**src/rtl/fetch_pkg.sv**
```systemverilog
// Shared types and constants for the instruction fetch stage.
package fetch_pkg;

    localparam int FETCH_XLEN = 32;

    // First fetch address after reset when the top is not overridden.
    localparam logic [FETCH_XLEN-1:0] FETCH_RESET_PC = 32'h0000_0000;

    // Canonical no-op (addi x0, x0, 0), available to the core for bubbles.
    localparam logic [FETCH_XLEN-1:0] NOP = 32'h0000_0013;

    // One buffered instruction together with the address it came from.
    typedef struct packed {
        logic [FETCH_XLEN-1:0] pc;
        logic [FETCH_XLEN-1:0] instr;
    } fetch_entry_t;

    // Derived operating mode: DRAIN while stale responses are still due.
    typedef enum logic {
        MODE_STREAM = 1'b0,
        MODE_DRAIN  = 1'b1
    } fetch_mode_e;

endpackage

```
**src/rtl/fetch_fifo.sv**
```systemverilog
// Small synchronous FIFO with clear, used both as the prefetch buffer and
// as the in-order queue of request addresses awaiting their response.
module fetch_fifo
    import fetch_pkg::*;
#(
    parameter int  Depth = 4,
    parameter type T     = fetch_entry_t
) (
    input  logic                       clk_i,
    input  logic                       rst_i,
    input  logic                       i_push,
    input  T                           i_data,
    input  logic                       i_pop,
    input  logic                       i_clear,
    output logic [$clog2(Depth):0]     o_count,
    output T                           o_head
);

    localparam int PtrW = $clog2(Depth);
    localparam int CntW = PtrW + 1;

    T                r_mem [Depth];
    logic [PtrW-1:0] r_rd_ptr;
    logic [PtrW-1:0] r_wr_ptr;
    logic [CntW-1:0] r_count;

    logic w_do_pop;
    logic w_do_push;

    // A pop on empty is ignored; a push on full is accepted only alongside a pop.
    assign w_do_pop  = i_pop && (r_count != '0);
    assign w_do_push = i_push && ((r_count != CntW'(Depth)) || w_do_pop);

    // Storage array: written on accepted push, no reset needed.
    // NOTE: the data array is deliberately not reset; occupancy is tracked by
    // the pointers and count, so stale contents are never observed.
    always_ff @(posedge clk_i) begin
        if (w_do_push && !i_clear) begin
            r_mem[r_wr_ptr] <= i_data;
        end
    end

    // Pointer and occupancy bookkeeping; clear wins over push and pop.
    // NOTE: all sequential state uses non-blocking assignment so every
    // register samples pre-edge values regardless of statement order.
    always_ff @(posedge clk_i or negedge rst_i) begin
        if (!rst_i) begin
            r_rd_ptr <= '0;
            r_wr_ptr <= '0;
            r_count  <= '0;
        end else if (i_clear) begin
            r_rd_ptr <= '0;
            r_wr_ptr <= '0;
            r_count  <= '0;
        end else begin
            if (w_do_push) begin
                r_wr_ptr <= r_wr_ptr + PtrW'(1);
            end
            if (w_do_pop) begin
                r_rd_ptr <= r_rd_ptr + PtrW'(1);
            end
            r_count <= r_count + CntW'(w_do_push) - CntW'(w_do_pop);
        end
    end

    assign o_count = r_count;
    assign o_head  = r_mem[r_rd_ptr];

endmodule

```
**src/rtl/fetch_unit.sv**
```systemverilog
// Instruction fetch stage: issues word-aligned requests on a valid/grant
// port, pairs in-order responses with their PCs, buffers them in a prefetch
// FIFO and squashes the stream on a redirect from the core.
module fetch_unit
    import fetch_pkg::*;
#(
    parameter int                 RegBits = FETCH_XLEN,
    parameter int                 Depth   = 4,
    parameter logic [RegBits-1:0] ResetPc = FETCH_RESET_PC
) (
    input  logic               clk_i,
    input  logic               rst_i,
    output logic               mem_req_o,
    output logic [RegBits-1:0] mem_addr_o,
    input  logic               mem_gnt_i,
    input  logic               mem_rvalid_i,
    input  logic [RegBits-1:0] mem_rdata_i,
    output logic               instr_valid_o,
    output logic [RegBits-1:0] instr_o,
    output logic [RegBits-1:0] instr_pc_o,
    input  logic               instr_ready_i,
    input  logic               redirect_i,
    input  logic [RegBits-1:0] redirect_pc_i
);

    localparam int CntW = $clog2(Depth) + 1;

    logic [RegBits-1:0] r_fetch_pc;
    logic [CntW-1:0]    r_discard;

    logic [CntW-1:0]    w_buf_count;
    logic [CntW-1:0]    w_outstanding;
    logic [CntW:0]      w_credit_used;
    logic               w_req;
    logic               w_grant;
    logic               w_resp;
    logic               w_drop;
    logic               w_push;
    logic               w_pop;
    logic               w_instr_valid;
    fetch_mode_e        w_mode;
    logic [RegBits-1:0] w_pcq_head;
    fetch_entry_t       w_push_entry;
    fetch_entry_t       w_head;

    // Buffered plus in-flight words never exceed Depth, so the FIFO cannot overflow.
    assign w_credit_used = {1'b0, w_buf_count} + {1'b0, w_outstanding};

    // Request is held low while reset is asserted and during a redirect cycle.
    assign w_req   = rst_i && !redirect_i && (w_credit_used < (CntW + 1)'(Depth));
    assign w_grant = w_req && mem_gnt_i;

    // A response with nothing outstanding is spurious and ignored.
    assign w_resp  = mem_rvalid_i && (w_outstanding != '0);

    assign w_mode  = (r_discard == '0) ? MODE_STREAM : MODE_DRAIN;

    // Responses are dropped while draining stale data or in the redirect cycle itself.
    assign w_drop  = w_resp && (redirect_i || (w_mode == MODE_DRAIN));
    assign w_push  = w_resp && !w_drop;

    assign w_instr_valid = (w_buf_count != '0);
    assign w_pop         = w_instr_valid && instr_ready_i && !redirect_i;

    assign w_push_entry.pc    = w_pcq_head;
    assign w_push_entry.instr = mem_rdata_i;

    // Addresses of granted requests, in issue order; its occupancy is the
    // outstanding count. Never cleared: stale responses still retire entries.
    fetch_fifo #(
        .Depth (Depth),
        .T     (logic [RegBits-1:0])
    ) u_pc_queue (
        .clk_i   (clk_i),
        .rst_i   (rst_i),
        .i_push  (w_grant),
        .i_data  (r_fetch_pc),
        .i_pop   (w_resp),
        .i_clear (1'b0),
        .o_count (w_outstanding),
        .o_head  (w_pcq_head)
    );

    // Prefetch buffer of {pc, instr} pairs handed to the core.
    fetch_fifo #(
        .Depth (Depth),
        .T     (fetch_entry_t)
    ) u_prefetch (
        .clk_i   (clk_i),
        .rst_i   (rst_i),
        .i_push  (w_push),
        .i_data  (w_push_entry),
        .i_pop   (w_pop),
        .i_clear (redirect_i),
        .o_count (w_buf_count),
        .o_head  (w_head)
    );

    // Next fetch address: redirect target (word aligned) or advance on grant.
    always_ff @(posedge clk_i or negedge rst_i) begin
        if (!rst_i) begin
            r_fetch_pc <= ResetPc;
        end else if (redirect_i) begin
            r_fetch_pc <= redirect_pc_i & ~RegBits'(3);
        end else if (w_grant) begin
            r_fetch_pc <= r_fetch_pc + RegBits'(4);
        end
    end

    // Stale-response counter: reloaded with the post-cycle outstanding count
    // on redirect (no grant can occur then), otherwise counts down on drops.
    always_ff @(posedge clk_i or negedge rst_i) begin
        if (!rst_i) begin
            r_discard <= '0;
        end else if (redirect_i) begin
            r_discard <= w_outstanding - CntW'(w_resp);
        end else if (w_resp && (w_mode == MODE_DRAIN)) begin
            r_discard <= r_discard - CntW'(1);
        end
    end

    assign mem_req_o     = w_req;
    assign mem_addr_o    = r_fetch_pc;
    assign instr_valid_o = w_instr_valid;
    assign instr_o       = w_instr_valid ? w_head.instr : '0;
    assign instr_pc_o    = w_instr_valid ? w_head.pc    : '0;

endmodule

```
**config.mk**
```make
export PLATFORM = sky130hd
export DESIGN_NAME = fetch_unit
export DESIGN_NICKNAME = d
export VERILOG_FILES = /design/src/rtl/fetch_pkg.sv /design/src/rtl/fetch_fifo.sv /design/src/rtl/fetch_unit.sv
export SDC_FILE = /design/constraint.sdc
export NUM_CORES = 1
export LEC_CHECK = 0
export ABC_CLOCK_PERIOD_IN_PS = 4850
export BUFFER_PORTS_ARGS = -buffer_cell sky130_fd_sc_hd__buf_4
export CAP_MARGIN = 20
export CORE_ASPECT_RATIO = 2
export CORE_MARGIN = 10
export CORE_UTILIZATION = 50
export CTS_CLUSTER_DIAMETER = 40
export DETAILED_ROUTE_END_ITERATION = 10
export GPL_TIMING_DRIVEN = 0
export PLACE_DENSITY = 0.76
export SLEW_MARGIN = 20
export SYNTH_ARGS = -nofsm -noshare
export SYNTH_HDL_FRONTEND = slang
export SYNTH_HIERARCHICAL = 1
export SYNTH_SLANG_ARGS = --single-unit
```
**constraint.sdc**
```tcl
create_clock -name clk_i -period 4.85 [get_ports clk_i]
set_input_delay 0.7275 -clock clk_i [delete_from_list [all_inputs] [get_ports clk_i]]
set_output_delay 0.7275 -clock clk_i [all_outputs]
set_load 0.005 [all_outputs]
```
==> summary by stage, run 1 <==
Global route
Entering global routing, the biggest net connects 49 pins. The global-route usage over all layers is 17.7%. The wire length of the first global-routing pass is 58.1 mm.

The number of global-route vias before repair was 9903. The number of antenna violations at the first check in global routing is 0. The global route total overflow is 0.

Run
The tool flagged a number of max-cap violations equal to 0.

Floorplan
The die is around 150 um wide. Once the floorplan was initialized, standard cells occupied between 50% and 60% of the core. Measured along the y axis, the die boundary spans 283 um. The floorplan die area is 0.0430 sq mm. Pin placement for this block handled 168 I/O pins. After floorplanning, the core was divided into 96 placement rows. The region available for standard cell placement spans 0.0344 sq mm.

Synthesis
The proportion of synthesized flip-flops having asynchronous set or reset is between 10 and 15%. By area the synthesized netlist is led by sky130_fd_sc_hd__edfxtp_1, sky130_fd_sc_hd__mux4_2, sky130_fd_sc_hd__dfrtp_1. In the synthesized netlist the dominant register cell turns out to be sky130_fd_sc_hd__edfxtp_1. The mean post-synth cell area is 19.1 sq um. In this run, synthesis inferred roughly 380 flip-flops with an integrated enable. The count of unique library cells instantiated by Yosys is 59.

The netlist area before placement is 0.0174 sq mm. Of the post-synthesis cell area, the part taken by muxes is 12.8%. After synthesis, the largest family of logic cells by area is multiplexers. The cell count after synthesis is between 900 and 1000. The total of flip-flops plus latches after synthesis is 431. Of the synthesized area, sequential elements account for 73.2%.

The portion of synthesized cell area occupied by the leading cell type is 66.4%. The post-synthesis adder-cell area fraction is 1.46%. The simple-gate portion of the synthesized area is under 10%. The synthesized netlist devotes 2.82% of its cell area to compound gates. Summing the areas of all xor and xnor instances in the mapped netlist gives 0.555% of the synthesized area.

The synthesized design spends more area on one cell type than any other, namely sky130_fd_sc_hd__edfxtp_1. During synthesis, Yosys emitted a total of 6 warnings.

Timing
In the final timing run, aggregate negative setup slack is 0 ns. The worst slack on hold paths is 0.186 ns. The total setup violations reported at the end of the flow is 0.

Setup slack on the critical path of the routed design comes to 1.23 ns. The relative slew slack is approximately two fifths. At the pin with the least slew margin, the transition time is 0.881 ns. Derived from the worst setup path, the maximum achievable clock frequency is 0.277 GHz. Setup repair after global routing left no endpoint under its margin. For the final database, setup skew stands at 0.0278 ns.

The final-report max-slew violation count is 0. In the finished design, the share of the clock period the worst path needs comes to 74.5%. The number of hold violations in the final report was 0. The clock period could shrink to 3.62 ns.

Pwr
The peak ir drop on the vdd network is 374 uV. In this run the static leakage power is 7.20 nW. The power density over the cells is 385 mW/mm^2.

Detailed routing
In the routed design, unresolved DRC markers number 0. The first routing iteration left 427 violations. Across all layers, the routed design uses 9030 vias. In the routed layout, each cell is associated on average with a via count of 5.64.

The number of routed nets with antenna violations is 0. In the final routed layout, each cell accounts on average for 23.5 um. The total detailed-routing wirelength is approximately 38 mm. The first-pass iteration count of the detailed router is 4.

Critical path
In this run the worst path has a maximum fanout of 10. The kind of end point of the critical path is a primary output. The endpoint of the most critical register-to-register path is u_prefetch/r_mem[0][46]. The minimum setup slack among reg-to-reg paths is 1.39 ns.

STA puts the critical path data required time at 4.12 ns. The launch point of the worst reg-to-reg path is u_prefetch/o_count[1]. The kind of critical path is reg2out.

Data arrives at the worst endpoint at approximately 2.9 ns. The kind of launch point of the worst setup path is a flip-flop. The cell depth of the worst flop-to-flop path is 7.

Final layout
The fraction of layout cells with a size suffix above 1 is roughly a third. The number of nets in the layout is 1220. The layout-stage area growth over the synthesis result is 18.9%. The library cell used most frequently in the layout, excluding fill and tap cells, is sky130_fd_sc_hd__edfxtp_1.

0 antenna diodes ended up in the layout. In the layout the commonest cells are sky130_fd_sc_hd__edfxtp_1, sky130_fd_sc_hd__buf_4, sky130_fd_sc_hd__mux4_2. Measured on the finished design, the core utilization comes to 60.1%.

Clock network
The number of sinks handled by clock tree synthesis is 431. The count of hold-fix buffers inserted at cts is 0. At the later pin of the worst-skew pair, clock insertion delay measures approximately 0.55 ns. The cell at the root of the clock tree is sky130_fd_sc_hd__clkbuf_16.

The buffer levels on the longest clock path is 3. The H-tree was split into 2 levels. The number of clock buffers added by TritonCTS is 38. The post-CTS setup buffer count is 0.

The clock slew seen by the registers of the worst setup and hold paths is 0.08 ns. The count of instances resized after the clock tree is built is 0. The clock tree from TritonCTS is done.

Hold path
The class of the tightest hold or removal check is in2async.

Placement
The wire-length estimate of the detail-placed layout is 26.7 mm. The routability-driven placement congestion ratio is between 0.9 and 1. In this run the tool buffered the top-level ports with 162 buffer cells. The setup slack at placement is 0.871 ns.

Outcome
The flow ran to the end, and the final reports show no timing, DRC or antenna violations.
[synth_stat cells (all sizes together) (13+ instances only)]
cell type	instances
clkbuf	19
ha	17
nor2b	13
buf	24
and2	73
o21ai	21
inv	15
nand3	18
nand2	35
mux4	96
edfxtp	384
dfrtp	47
nor2	28
[cell type report]
| class | count | area, sq um |
|---|---|---|
| tap | 441 | 552 |
| clock inverter | 26 | 314 |
| inverter | 16 | 60.1 |
| fill | 2591 | 13700 |
| buffer | 43 | 284 |
| multi-input combinational | 431 | 4360 |
| clock buffer | 43 | 980 |
| sequential | 431 | 12700 |
| timing repair buffer | 170 | 1380 |
[power by group]
part | switching [mW] | internal (mW) | total, mW
Clock | 1.37 | 1.72 | 3.09
Sequential | 0.112 | 4.16 | 4.27
Combinational | 0.300 | 0.288 | 0.588
Total | 1.78 | 6.17 | 7.95
[cells by family (layout without fill, tap and decap cells)]
family          count (synthesis)  in the layout
other cells                     1             11
xor+xnor                       11             11
flops                         431            431
buf+inv                        59            298
mux                           102            102
simple gates                  219            219
compound gates                 69             69
fa+ha+maj                      19             19
[routing by layer]
layer  up-vias  track usage, %  part of all wire, %
met5         -               0                    0
met4         0            8.38                  4.2
met3        78            3.07                  5.6
met2       304            32.7                   56
met1      4584            18.6                   34
li1       4064               -                    -
[worst max-delay path: stages (launching register included)]
cell and delay [ns]:
sky130_fd_sc_hd__dfrtp_1 0.50, sky130_fd_sc_hd__or3_1 0.32, sky130_fd_sc_hd__clkbuf_1 0.60, sky130_fd_sc_hd__clkbuf_1 0.47, sky130_fd_sc_hd__and2_1 0.30, sky130_fd_sc_hd__buf_4 0.15
[flip-flops by register name (all words and copies together), names as in the netlist]
| name | count |
|---|---|
| u_prefetch/r_rd_ptr | 2 |
| u_pc_queue/r_mem | 128 |
| u_prefetch/r_mem | 256 |
| u_pc_queue/r_wr_ptr | 2 |
| u_prefetch/o_count | 3 |
| r_discard | 3 |
| u_pc_queue/r_rd_ptr | 2 |
| mem_addr_o | 30 |
| u_pc_queue/o_count | 3 |
| u_prefetch/r_wr_ptr | 2 |
[stage by stage]
stage          cell area, sq um  std cells  total power [mW]
2_1_floorplan             17400        921              4.65
3_3_place_gp              19200       1524              4.92
3_5_place_dp              19300       1532              4.95
4_1_cts                   20600       1601              8.03
5_1_grt                   20600       1601              8.24
6_report                  20600       1601              7.95
[worst max path at each step]
stage	from	to	slack [ns]	depth (start not counted)
after floorplan	redirect_i	u_prefetch/r_mem[0][0]	0.96	6
after global placement	redirect_i	u_prefetch/r_mem[0][5]	-1.05	6
after detailed placement	redirect_i	u_prefetch/r_mem[3][51]	0.87	7
after CTS	u_prefetch/o_count[1]	instr_pc_o[27]	1.17	5
after global routing	u_prefetch/o_count[1]	instr_pc_o[27]	1.04	5
final	u_prefetch/o_count[1]	instr_pc_o[27]	1.23	5
No activity file was read; power rests on OpenSTA's default activity.
==> inputs of run 2 (changes only) <==
--- a/config.mk
+++ b/config.mk
@@ -5,7 +5,8 @@
 export SDC_FILE = /design/constraint.sdc
 export NUM_CORES = 1
 export LEC_CHECK = 0
-export ABC_CLOCK_PERIOD_IN_PS = 4850
+export ABC_AREA = 1
+export ABC_CLOCK_PERIOD_IN_PS = 3300
 export BUFFER_PORTS_ARGS = -buffer_cell sky130_fd_sc_hd__buf_4
 export CAP_MARGIN = 20
 export CORE_ASPECT_RATIO = 2
@@ -14,7 +15,7 @@
 export CTS_CLUSTER_DIAMETER = 40
 export DETAILED_ROUTE_END_ITERATION = 10
 export GPL_TIMING_DRIVEN = 0
-export PLACE_DENSITY = 0.76
+export PLACE_DENSITY = 0.79
 export SLEW_MARGIN = 20
 export SYNTH_ARGS = -nofsm -noshare
 export SYNTH_HDL_FRONTEND = slang
==> constraint.sdc (replaced) <==
create_clock -name clk_i -period 3.3 [get_ports clk_i]
set_input_delay 0.495 -clock clk_i [delete_from_list [all_inputs] [get_ports clk_i]]
set_output_delay 0.495 -clock clk_i [all_outputs]
set_load 0.005 [all_outputs]
==> run 2 against run 1 <==
Net effect: the flow now finishes with violations (hold timing); sequential share of layout area decreased by 3.6 points; clock skew decreased by 0.017 ns; global-route usage increased by 2.1 points; clock power increased by 46%; first-iteration DRC count increased by 91%; critical path depth unchanged; via count increased by 42%; synthesized area increased by 5.4%; design area increased by 6.2%; total power increased by 48%; wire length increased by 22%.
==> summary by stage, run 2 <==
Final layout
The post-route core utilization is 60.4% (+0.30 points). The register name with the most flops is u_prefetch/r_mem. The number of antenna repair diodes is 0 (unchanged). The number of nets in the layout was 1935 (+59%).

The area of combinational cells with multiple inputs was 0.00465 sq mm (+6.8%). The footprint of the flip-flops and latches is 0.0127 sq mm (unchanged). Leaving out fill and tap cells, the most frequent cells in the layout are sky130_fd_sc_hd__edfxtp_1, sky130_fd_sc_hd__nor2_1, sky130_fd_sc_hd__nand2_1. Leaving out fill and tap cells, the most frequent cell in the layout is sky130_fd_sc_hd__edfxtp_1. The layout-stage area growth over the synthesis result is 19.7%.

The number of flip-flops in the largest register is 256 (unchanged). The count of filler cells inserted in the layout is 2807 (+8.3%). The fraction of layout cells with a size suffix above 1 came to 17.9% (-15 points).

Clock network
The buffer levels on the longest clock path is 3 (unchanged). TritonCTS built the clock tree. The tree is rooted in a sky130_fd_sc_hd__clkbuf_16. The clock insertion delay at the later pin of the skew report is 0.54 ns (about the same).

The clock slew seen by the registers of the worst setup and hold paths is 0.07 ns (about the same). The number of sinks handled by clock tree synthesis came to 431 (unchanged). The clock buffer count from CTS is 38 (unchanged). The number of H-tree levels is 2 (unchanged). The count of hold-fix buffers inserted at cts is 0 (unchanged).

Synthesis
The mean post-synth cell area is 11.4 sq um (-40%). The proportion of synthesized flip-flops having asynchronous set or reset is 10.9% (unchanged). The number of warning messages in the yosys log came to 6 (unchanged). The cell count after synthesis came to 1609 (+77%). For this run, the leading register cell type out of synthesis is sky130_fd_sc_hd__edfxtp_1. In the synthesized netlist, the cells that appear most often are sky130_fd_sc_hd__edfxtp_1, sky130_fd_sc_hd__nor2_1, sky130_fd_sc_hd__nand2_1, sky130_fd_sc_hd__inv_1, sky130_fd_sc_hd__o21ai_0.

The portion of synthesized cell area occupied by the leading cell type was 63.0% (-3.4 points). The dominant cell by count in the synthesized netlist is sky130_fd_sc_hd__edfxtp_1. The number of flops mapped to enable cells by yosys is 384 (unchanged).

The count of unique library cells instantiated by Yosys is 36 (-39%). In the post-synthesis netlist, the biggest area contributors are sky130_fd_sc_hd__edfxtp_1, sky130_fd_sc_hd__nor2_1, sky130_fd_sc_hd__dfrtp_1. The netlist area before placement is 0.0183 sq mm (+5.4%). The total of flip-flops plus latches after synthesis came to 431 (unchanged). The sequential fraction of the synthesis area is 69.4% (-3.8 points). The top cell type by total area after synthesis is sky130_fd_sc_hd__edfxtp_1.

Detailed routing
The DRC violation count after routing came to 0 (unchanged). The number of routed nets with antenna violations is 0 (unchanged). The total vias in the final route was 12800 (+42%). The count of routing violations after the opening detailed-route iteration is 816 (+91%). The first-pass iteration count of the detailed router is 7 (+3). The via density per instance is 5.51 (-2.4%).

The wire length per cell came to 19.7 um (-16%). The total detailed-routing wirelength is 45.9 mm (+22%).

Critical path
The minimum setup slack among reg-to-reg paths is 0.21 ns (-1.18 ns). The critical path arrival is 2.62 ns (-0.27 ns). STA classifies the critical path startpoint as a flip-flop. The endpoint of the most critical register-to-register path is u_prefetch/r_mem[2][10]. STA classifies the critical path endpoint as a primary output. Traced cell by cell, the critical path runs through nor3_2, buf_2, buf_2, nor2_1, buf_4.

The end point of the critical path is instr_pc_o[25]. The slowest cell on the critical path is sky130_fd_sc_hd__nor3_2. The required time at the worst-slack endpoint is 2.80 ns (-1.32 ns). The critical path's largest stage delay is 0.53 ns (-0.07 ns). By instance count, the cell type seen most on the critical path is sky130_fd_sc_hd__buf_2. In this run the critical register-to-register path is launched from u_prefetch/o_count[1]. The cell depth of the worst flop-to-flop path came to 9 (+2).

The maximum fanout encountered on the critical timing path is 10 (unchanged). Tracing the worst setup path back leads to its startpoint at u_prefetch/o_count[1]. The setup path with the least slack is of type reg2out.

Run
The number of max-cap violations came to 0 (unchanged).

Placement
The routability-driven placement congestion ratio is 0.876 (-5.6%). The half-perimeter wire length after placement is 32.8 mm (+23%). The number of buffers inserted by port buffering is 163 (+0.62%). The setup slack at placement was -0.725 ns (-1.60 ns).

Global route
The number of antenna violations at the first check in global routing is 0 (unchanged). The largest net degree at the start of global routing is 49 (unchanged). The global-route usage over all layers is 19.8% (+2.1 points). The global route total overflow is 0 (unchanged). The number of global-route vias before repair is 13200 (+33%). The wire length of the first global-routing pass is 69.9 mm (+20%).

Pwr
The power density over the cells came to 536 mW/mm^2 (+39%). The cell leakage power is 8.56 nW (+19%). The peak ir drop on the vdd network is 385 uV (+3.0%).

Timing
The number of hold violations in the final report came to 9 (+9). The final setup slack of the worst path is 0.181 ns (-1.05 ns). Setup repair after global routing left no endpoint under its margin. The relative slew slack is 50.0% (+9.2 points).

The total setup violations reported at the end of the flow was 0 (unchanged). The worst-margin pin slew came to 0.750 ns (-0.131 ns). The worst clock skew on the final layout is 0.0108 ns (-0.0170 ns). After layout, the worst path uses ~95% of the clock period. The final-report max-slew violation count is 0 (unchanged). The worst slack on hold paths is -0.00738 ns (-0.193 ns). Derived from the worst setup path, the maximum achievable clock frequency is 0.321 GHz. The final critical delay including setup and external delays is around 3.1 ns.

Floorplan
The initial core utilization is 50.4% (-0.10 points). The core outline area is 0.0363 sq mm (+5.6%). The height of the die is 291 um (+2.5%).

The width of the chip is 155 um (+2.3%). The I/O pin count is 168 (unchanged). The placement row count came to 99 (+3.1%). The floorplan die area came to 0.0451 sq mm (+4.9%).

Hold path
The class of the tightest hold or removal check is in2async.

Outcome
The final reports fail on hold timing. The run finished, with violations left.
run 2: metal layers:
layer | wire [um] | GRT usage (%)
met5 | 0 | 0
met4 | 2120 | 9.88
met3 | 2540 | 2.89
met2 | 26100 | 38.5
met1 | 15100 | 19.4
run 2: area by class of cell:
type,instances,area share [%]
multi-input combinational,967,21.2
sequential,431,58.0
buffer,82,2.40
clock inverter,22,1.13
clock buffer,47,4.79
inverter,142,2.44
tap,454,2.59
timing repair buffer,184,7.39
run 2: cells by family after synthesis:
group                    after synthesis  synth area share (%)
XOR/XNOR                               8                 0.383
flip-flops                           431                  69.4
other                                  1                0.0205
AND/OR/NAND/NOR                      621                  13.8
adder cells (fa/ha/maj)               19                  1.38
AO/OA/AOI/OAI                        305                  9.15
buffers and inverters                224                  5.80
run 2: metrics by stage:
stage | setup TNS, ns | power (mW) | std cells | area [sq um] | hold WS, ns
global placement | -830.48 | 7.25 | 2238 | 20100 | 0.535
CTS | 0 | 11.8 | 2327 | 21900 | 0.00611
detailed placement | -131.87 | 7.31 | 2253 | 20500 | 0.560
floorplan | -137.54 | 6.84 | 1621 | 18400 | 0.199
global route | 0 | 12.2 | 2329 | 21900 | 0.0222
finish | 0 | 11.7 | 2329 | 21900 | -0.00738
run 2: repair_timing:
item	CTS	global route
setup buffers	5	1
gates cloned	0	1
endpoints found under the setup margin	103	81
resized for setup	1	0
pin swaps	1	2
run 2: worst max-delay path: cells and delay by family, from the launching register on:
kind	cells	cell delay (ns)
buf+inv	3	0.91
flops	1	0.48
simple gates	2	0.68
run 2: worst min-delay path by stage:
stage | cells past startpoint | from | endpoint | slack [ns]
floorplan | 0 | rst_i | mem_addr_o[10] | 0.20
global placement | 2 | u_prefetch/r_wr_ptr[1] | u_prefetch/r_wr_ptr[1] | 0.54
detailed placement | 2 | u_prefetch/r_wr_ptr[1] | u_prefetch/r_wr_ptr[1] | 0.56
CTS | 1 | rst_i | r_discard[1] | 0.006
global route | 1 | rst_i | u_prefetch/r_rd_ptr[0] | 0.02
finish | 1 | rst_i | u_prefetch/r_rd_ptr[0] | -0.007
run 2: power by group:
part | switching, mW | internal (mW) | leakage (nW) | total (mW)
registers | 0.165 | 6.11 | 4.05 | 6.27
clock network | 1.91 | 2.61 | 0.634 | 4.52
logic | 0.556 | 0.382 | 3.87 | 0.939
total | 2.63 | 9.11 | 8.56 | 11.7
